## src/rtl/debug_dump_ctrl_if.sv

```systemverilog
// Word stream leaving the debug dump controller: one captured register per
// beat, tagged with its source address and a last-word marker.
interface debug_dump_ctrl_if #(
  parameter int ADDR_W = 6,
  parameter int DATA_W = 32
);
  logic [DATA_W-1:0] out_data;
  logic [ADDR_W-1:0] out_addr;
  logic              out_last;
  logic              out_valid;
  logic              out_ready;

  modport master (
    output out_data,
    output out_addr,
    output out_last,
    output out_valid,
    input  out_ready
  );

  modport slave (
    input  out_data,
    input  out_addr,
    input  out_last,
    input  out_valid,
    output out_ready
  );
endinterface

```

## src/rtl/debug_dump_ctrl.sv

```systemverilog
// Freezes the CPU, sweeps its debug read port over every register and streams
// each captured word out on a valid/ready interface.
module debug_dump_ctrl #(
  parameter int ADDR_W   = 6,
  parameter int DATA_W   = 32,
  parameter int NUM_REGS = 64,
  parameter int RD_LAT   = 1
) (
  input  logic              clk,
  input  logic              rst,
  input  logic              start,
  input  logic              abort,
  output logic [ADDR_W-1:0] debug_addr,
  input  logic [DATA_W-1:0] debug_data,
  output logic              cpu_hold,
  output logic              busy,
  output logic              done,
  debug_dump_ctrl_if.master out_if
);

  typedef enum logic [2:0] {
    IDLE = 3'd0,
    HOLD = 3'd1,
    WAIT = 3'd2,
    SEND = 3'd3,
    DONE = 3'd4
  } state_t;

  localparam logic [3:0]        LAT_LOAD  = 4'(RD_LAT - 1);
  localparam logic [ADDR_W-1:0] LAST_ADDR = ADDR_W'(NUM_REGS - 1);

  state_t     state_reg;
  logic [3:0] lat_cnt_reg;

  always_ff @(posedge clk) begin
    if (!rst) begin
      state_reg        <= IDLE;
      lat_cnt_reg      <= '0;
      debug_addr       <= '0;
      cpu_hold         <= 1'b0;
      busy             <= 1'b0;
      done             <= 1'b0;
      out_if.out_data  <= '0;
      out_if.out_addr  <= '0;
      out_if.out_last  <= 1'b0;
      out_if.out_valid <= 1'b0;
    end else begin
      done <= 1'b0;
      // Abort wins over everything in the active states, including a
      // handshake landing on the same edge: that word is simply dropped.
      if (abort && (state_reg == HOLD || state_reg == WAIT || state_reg == SEND)) begin
        state_reg        <= IDLE;
        debug_addr       <= '0;
        cpu_hold         <= 1'b0;
        busy             <= 1'b0;
        out_if.out_valid <= 1'b0;
      end else begin
        case (state_reg)
          IDLE: begin
            if (start) begin
              state_reg  <= HOLD;
              busy       <= 1'b1;
              cpu_hold   <= 1'b1;
              debug_addr <= '0;
            end
          end
          HOLD: begin
            state_reg   <= WAIT;
            lat_cnt_reg <= LAT_LOAD;
          end
          WAIT: begin
            if (lat_cnt_reg != 4'd0) begin
              lat_cnt_reg <= lat_cnt_reg - 4'd1;
            end else begin
              state_reg        <= SEND;
              out_if.out_data  <= debug_data;
              out_if.out_addr  <= debug_addr;
              out_if.out_last  <= (debug_addr == LAST_ADDR);
              out_if.out_valid <= 1'b1;
            end
          end
          SEND: begin
            if (out_if.out_ready) begin
              out_if.out_valid <= 1'b0;
              if (out_if.out_last) begin
                state_reg <= DONE;
                done      <= 1'b1;
              end else begin
                // The address only advances here, so the last address never
                // wraps even when NUM_REGS fills the whole address space.
                state_reg   <= WAIT;
                debug_addr  <= debug_addr + 1'b1;
                lat_cnt_reg <= LAT_LOAD;
              end
            end
          end
          DONE: begin
            state_reg  <= IDLE;
            busy       <= 1'b0;
            cpu_hold   <= 1'b0;
            debug_addr <= '0;
          end
          default: state_reg <= IDLE;
        endcase
      end
    end
  end

endmodule
```

## src/flat_wrapper.sv

```systemverilog
// flat-port wrapper written by rule: the top's interface ports become plain ports
module debug_dump_ctrl_flat 
#(
  parameter int ADDR_W   = 6,
  parameter int DATA_W   = 32,
  parameter int NUM_REGS = 64,
  parameter int RD_LAT   = 1
)
  (clk, rst, start, abort, debug_addr, debug_data, cpu_hold, busy, done, out_if_out_data, out_if_out_addr, out_if_out_last, out_if_out_valid, out_if_out_ready);
  debug_dump_ctrl_if #(.ADDR_W(ADDR_W), .DATA_W(DATA_W)) out_if_i ();
  input  logic clk;
  input  logic rst;
  input  logic start;
  input  logic abort;
  output logic [ADDR_W-1:0] debug_addr;
  input  logic [DATA_W-1:0] debug_data;
  output logic cpu_hold;
  output logic busy;
  output logic done;
  output wire logic [$bits(out_if_i.out_data)-1:0] out_if_out_data;
  output wire logic [$bits(out_if_i.out_addr)-1:0] out_if_out_addr;
  output wire logic [$bits(out_if_i.out_last)-1:0] out_if_out_last;
  output wire logic [$bits(out_if_i.out_valid)-1:0] out_if_out_valid;
  input wire logic [$bits(out_if_i.out_ready)-1:0] out_if_out_ready;
  assign out_if_out_data = out_if_i.out_data;
  assign out_if_out_addr = out_if_i.out_addr;
  assign out_if_out_last = out_if_i.out_last;
  assign out_if_out_valid = out_if_i.out_valid;
  assign out_if_i.out_ready = out_if_out_ready;
  debug_dump_ctrl #(.ADDR_W(ADDR_W), .DATA_W(DATA_W), .NUM_REGS(NUM_REGS), .RD_LAT(RD_LAT)) u_core (.clk(clk), .rst(rst), .start(start), .abort(abort), .debug_addr(debug_addr), .debug_data(debug_data), .cpu_hold(cpu_hold), .busy(busy), .done(done), .out_if(out_if_i));
endmodule
```

## config.mk

```make
export PLATFORM = sky130hd
export DESIGN_NAME = debug_dump_ctrl_flat
export DESIGN_NICKNAME = d
export VERILOG_FILES = /design/src/rtl/debug_dump_ctrl_if.sv /design/src/rtl/debug_dump_ctrl.sv /design/src/flat_wrapper.sv
export SDC_FILE = /design/constraint.sdc
export NUM_CORES = 1
export LEC_CHECK = 0
export BUFFER_PORTS_ARGS = -buffer_cell sky130_fd_sc_hd__buf_2
export CAP_MARGIN = 15
export CORE_ASPECT_RATIO = 1.5
export CORE_MARGIN = 3
export CORE_UTILIZATION = 30
export DETAILED_ROUTE_END_ITERATION = 12
export SLEW_MARGIN = 20
export SYNTH_ARGS = -nofsm -noshare
export SYNTH_HDL_FRONTEND = slang
export SYNTH_SLANG_ARGS = --single-unit
```

## constraint.sdc

```tcl
create_clock -name clk -period 1.9 [get_ports clk]
set_input_delay 0.095 -clock clk [delete_from_list [all_inputs] [get_ports clk]]
set_output_delay 0.095 -clock clk [all_outputs]
set_load 0.01 [all_outputs]
```

* Yosys cells after proc, flatten, opt, wreduce, memory -nomap -nowiden
Cells that the tools add are included.
Storage, ports and cells: bits in registers 55, memories kept 0, bits in read-only memories 0, output and inout port bits 49, latch bits 0, memory bits (writable) 0
Cells by class: shifts and indexed selects 0, multiply operators 0, bitwise logic cells 5, divide/modulo/power cells 0, reductions and logical operators 17, eq/ne operators 10, add/sub/neg operators 2, order comparisons 0, mux-type cells 19
Operators by type and width (number):
- $mux W6 | 3
- $pmux W6 S3 | 1
- $mux W3 | 4
- $mux W4 | 3
- $pmux W3 S4 | 1
- $pmux W4 S3 | 1
- $ne A2 B2 Y1 const B | 5
- $reduce_and A3 Y1 | 3
- $add A6 B1 Y6 const B | 1
- $eq A3 B2 Y1 const B | 2
- $eq A6 B6 Y1 const B | 1
- $reduce_bool A3 Y1 | 2
- $not A1 Y1 | 5
- $reduce_and A5 Y1 | 1
- $mux W1 | 4
- $pmux W1 S2 | 2
- $reduce_and A4 Y1 | 1
- $reduce_bool A2 Y1 | 2
- $reduce_bool A4 Y1 | 1
- $reduce_or A4 Y1 | 1
- $sub A4 B1 Y4 const B | 1
- $eq A3 B1 Y1 const B | 1
- $eq A3 B3 Y1 const B | 1
- $logic_not A3 Y1 | 1
- 4 further kinds | 5

* Logic depth before layout (Yosys ltp)
depth after elaboration 6, depth in mapped cells 8, mapped depth without buffers 6

* Worst setup path after synthesis
OpenSTA, ideal clock, no wires.
kind flip-flop to flip-flop, start point register u_core.out_if.out_last, end point register u_core.debug_addr[3], data required time 1.827 ns, period minus slack after synthesis 1.580 ns, arrival 1.507 ns, slack 0.320 ns, stages on the path, launching flop included 6, path buffers 1, path through dfxtp_1 -> or2b_2 -> o32a_1 -> buf_6 -> or3_1 -> a21oi_1
On the way: longest elaborated chain between the ends 2
Ends and longest elaborated chain:
- start: declaration | line debug_dump_ctrl_if.sv:16 | output out_last,
- start signal: assignment | line debug_dump_ctrl.sv:78 | out_if.out_last <= (debug_addr == LAST_ADDR);
- $ne A2 B2 Y1 (no line)
- $reduce_and A4 Y1 (no line)
- end signal: assignment | line debug_dump_ctrl.sv:92 | debug_addr <= debug_addr + 1'b1;
- end: declaration | line debug_dump_ctrl.sv:13 | output logic [ADDR_W-1:0] debug_addr,
Every way passes these cells. A chain may end at the register's enable or synchronous reset.

* Final worst setup path
start point register u_core.state_reg[1], end point register u_core.debug_addr[5]
On the way: longest elaborated chain between the ends 5, elaborated cells on any way between the ends 15
Ends and longest elaborated chain:
- start: declaration | line debug_dump_ctrl.sv:32 | state_t state_reg;
- start signal: assignment | line debug_dump_ctrl.sv:37 | state_reg <= IDLE;
- start signal: assignment | line debug_dump_ctrl.sv:52 | state_reg <= IDLE;
- start signal: assignment | line debug_dump_ctrl.sv:61 | state_reg <= HOLD;
- $eq A3 B1 Y1 or $eq A3 B2 Y1 (tied branches) | line debug_dump_ctrl.sv:51 | if (abort && (state_reg == HOLD || state_reg == WAIT || state_reg == SEND)) begin
- $logic_or A1 B1 Y1 (2 in series) | line debug_dump_ctrl.sv:51
- $logic_and A1 B1 Y1 | line debug_dump_ctrl.sv:51
- $reduce_or A2 Y1 (no line)
Several ways; a longest one is shown, not always the timed one.

==> impl_results.md <==
* Routed WL at 5310 microns
* Syn_nets at 301
* Vias in the first global route at 1,967
* Global Route Usage Sum at 0.139
* Port-buffer cells at 85
* DRT antenna net count at 0
* Register Area at 1100 sq um
* Top cells by area, synth: dfxtp_1 51%, nand2_1 14%, a21oi_1 11%
* CP Class: reg -> reg
* Die X at 75.1 microns
* Max-cap violations at 0
* Run status: complete, no violations
* Post-DP HPWL at 3890 microns
* Largest net degree at the start of global routing at 36
* Fmax at 575 MHz
* Mapped cell area at 2150 sq um
* Share of cells above drive strength 1 at 0.306
* Number of synthesized flops with an enable pin at 0
* CP max FO at 10
* Main flop type after synthesis: dfxtp_1
* Largest registers: u_core.out_if.out_data x32, u_core.debug_addr x6, u_core.out_if.out_addr x6
* Design Power at 2.21 mW
* Iteration-0 DRC Markers at 100
* 1st-pass router iterations at 4
* CTS root buffer: clkbuf_8
* Slew Limit Fails at 0
* Worst-Margin Slew at 0.573 ns
* GPL Wtd Cong at 0.865
* Clock transition at path regs at 0.10 ns
* Core Region at 6900 sq um
* Final Hold Viols at 0
* Final setup vio count at 0
* Unrepaired setup endpoints after global routing: false
* Synthesis-to-layout area growth at 28.5%
* Total die area at 8220 sq um
* Via density at 4.86
* Synth Warn # at 0
* Reg power frac at 0.549
* TritonCTS Sinks at 55
* Asr flop ratio synth at 0
* Fillcell total at 714
* Sw Share at 0.242
* Row cnt at 37
* Final TNS setup at 0 ns
* Synth top area share at 0.513
* Clk_lat worst skew at 0.30 ns
* CTS Buffer Depth at 2
* Clock power share at 0.340
* Clock Skew at 0.00869 ns
* Postcts setup bufs at 0
* Residual DRC at 0
* P per Cell Area at 804 nW/um^2
* Minimum clock period at 1.74 ns
* Final hold slack at 0.0208 ns
* Initial antenna violation count at 0
* Multi-input logic area at 952 sq um
* Comb pwr share at 0.111
* Antenna cells at 0
* Syn Area/Cell at 8.19 sq um
* Maximum VDD drop at 0.390 mV
* Synth Instances at 262
* P_int at 1.68 mW
* Post-synthesis sequential area ratio at 0.513
* First-pass GRT wire length at 8990 microns
* Cell with the most instances after synthesis: nand2_1
* Leak at 1.18 nW
* Synth cell count leaders: 81 x nand2_1, 55 x dfxtp_1, 46 x a21oi_1
* Startpoint Class: flop
* Fin nets at 382
* Yosys top cell by area: dfxtp_1
* Hold Crit Class: in -> reg
* CTS Buf Count at 5
* Final Cycle Share at 0.915
* Biggest register: u_core.out_if.out_data
* Crit path DAT at 1.97 ns
* Die Y at 110 microns
* Synth Register Bits at 55
* Sw Pwr at 535 uW
* Worst Setup End Kind: flop
* CTS H-tree lvls at 2
* Hold_buf cts at 0
* Wire length per cell at 12.6 microns
* Synth cell types at 38
* Gr ovfl total at 0
* Max reg flops at 32
* DR vias at 2,045
* CTS tree: built
* Worst path required time at 2.13 ns
* Ports at 86
* Initial Util at 0.311
* Slew headroom at 0.618
## final cells by class
type                            count  share of cell area
Timing Repair Buffer               90               0.177
Clock buffer                        6              0.0263
Sequential cell                    55               0.399
Multi-Input combinational cell    187               0.345
Clock inverter                      1              0.0109
Inverter                            4             0.00545
Tap cell                           78              0.0354
## stage by stage
stage / cells / setup slack, ns / utilization / instance area, sq um
floorplan: 262 / 0.320 / - / 2150
global placement: 414 / 0.205 / 0.384 / 2650
detailed placement: 414 / 0.185 / 0.384 / 2650
CTS: 421 / 0.179 / 0.399 / 2750
global route: 421 / 0.0351 / 0.400 / 2760
finish: 421 / 0.161 / 0.400 / 2760
## per-layer routing
layer	global-route usage	routed length, microns	up-vias
met1	0.164	2300	940
met3	0.0320	291	8
met4	0.0496	92	0
met2	0.241	2620	60
li1	-	-	1037
met5	0	0	-
## cell families (layout without fill, tap and decap cells)
family	Yosys count	after routing	synth area share
mux	2	2	0.00933
flops	55	55	0.513
fa+ha+maj	2	2	0.0117
simple gates	118	118	0.249
buf+inv	20	101	0.0455
xor+xnor	1	1	0.00408
compound gates	64	64	0.167
## placed cells by master, fill, tap and decap left out, types with 2 or more instances in the layout
cell type  netlist  routed
buf_2            6      85
nand2_1         81      81
dfxtp_1         55      55
a21oi_1         46      46
nor2_1          11      11
o21ai_0          7       7
clkbuf_8         0       5
nor3_1           4       4
nand3_1          4       4
or3_1            4       4
inv_1            3       3
o211ai_1         3       3
buf_4            2       3
nand3b_1         2       2
mux2i_1          2       2
or3b_2           2       2
ha_1             2       2
buf_12           0       2
## power by group through the flow
stage	combinational, mW	clock [mW]	sequential (mW)
2_1_floorplan	0.137	0	1.25
3_3_place_gp	0.247	0	1.24
3_5_place_dp	0.248	0	1.24
4_1_cts	0.249	0.774	1.22
5_1_grt	0.278	0.818	1.22
6_report	0.246	0.753	1.22
## critical path, stage by stage (launching register included)
cell and delay (ns):
dfxtp_1 0.54, nand2_4 0.12, o32a_1 0.47, or3_1 0.39, a21oi_1 0.14
## path summary, 6_finish.rpt
path	start	to	slack, ns	depth (start not counted)
worst min register to register	u_core.out_if.out_data[29]	u_core.out_if.out_data[29]	0.46	2
worst max-delay path	u_core.state_reg[1]	u_core.debug_addr[5]	0.16	4
worst max register to register	u_core.state_reg[1]	u_core.debug_addr[5]	0.16	4
worst min-delay path	debug_data[28]	u_core.out_if.out_data[28]	0.02	3
## timing repair
item / in CTS / in global routing
resized for setup: 0 / 1
endpoints found under the hold margin: 0 / 0
endpoints found under the setup margin: 0 / 1
Power figures use the tool's default switching activity.
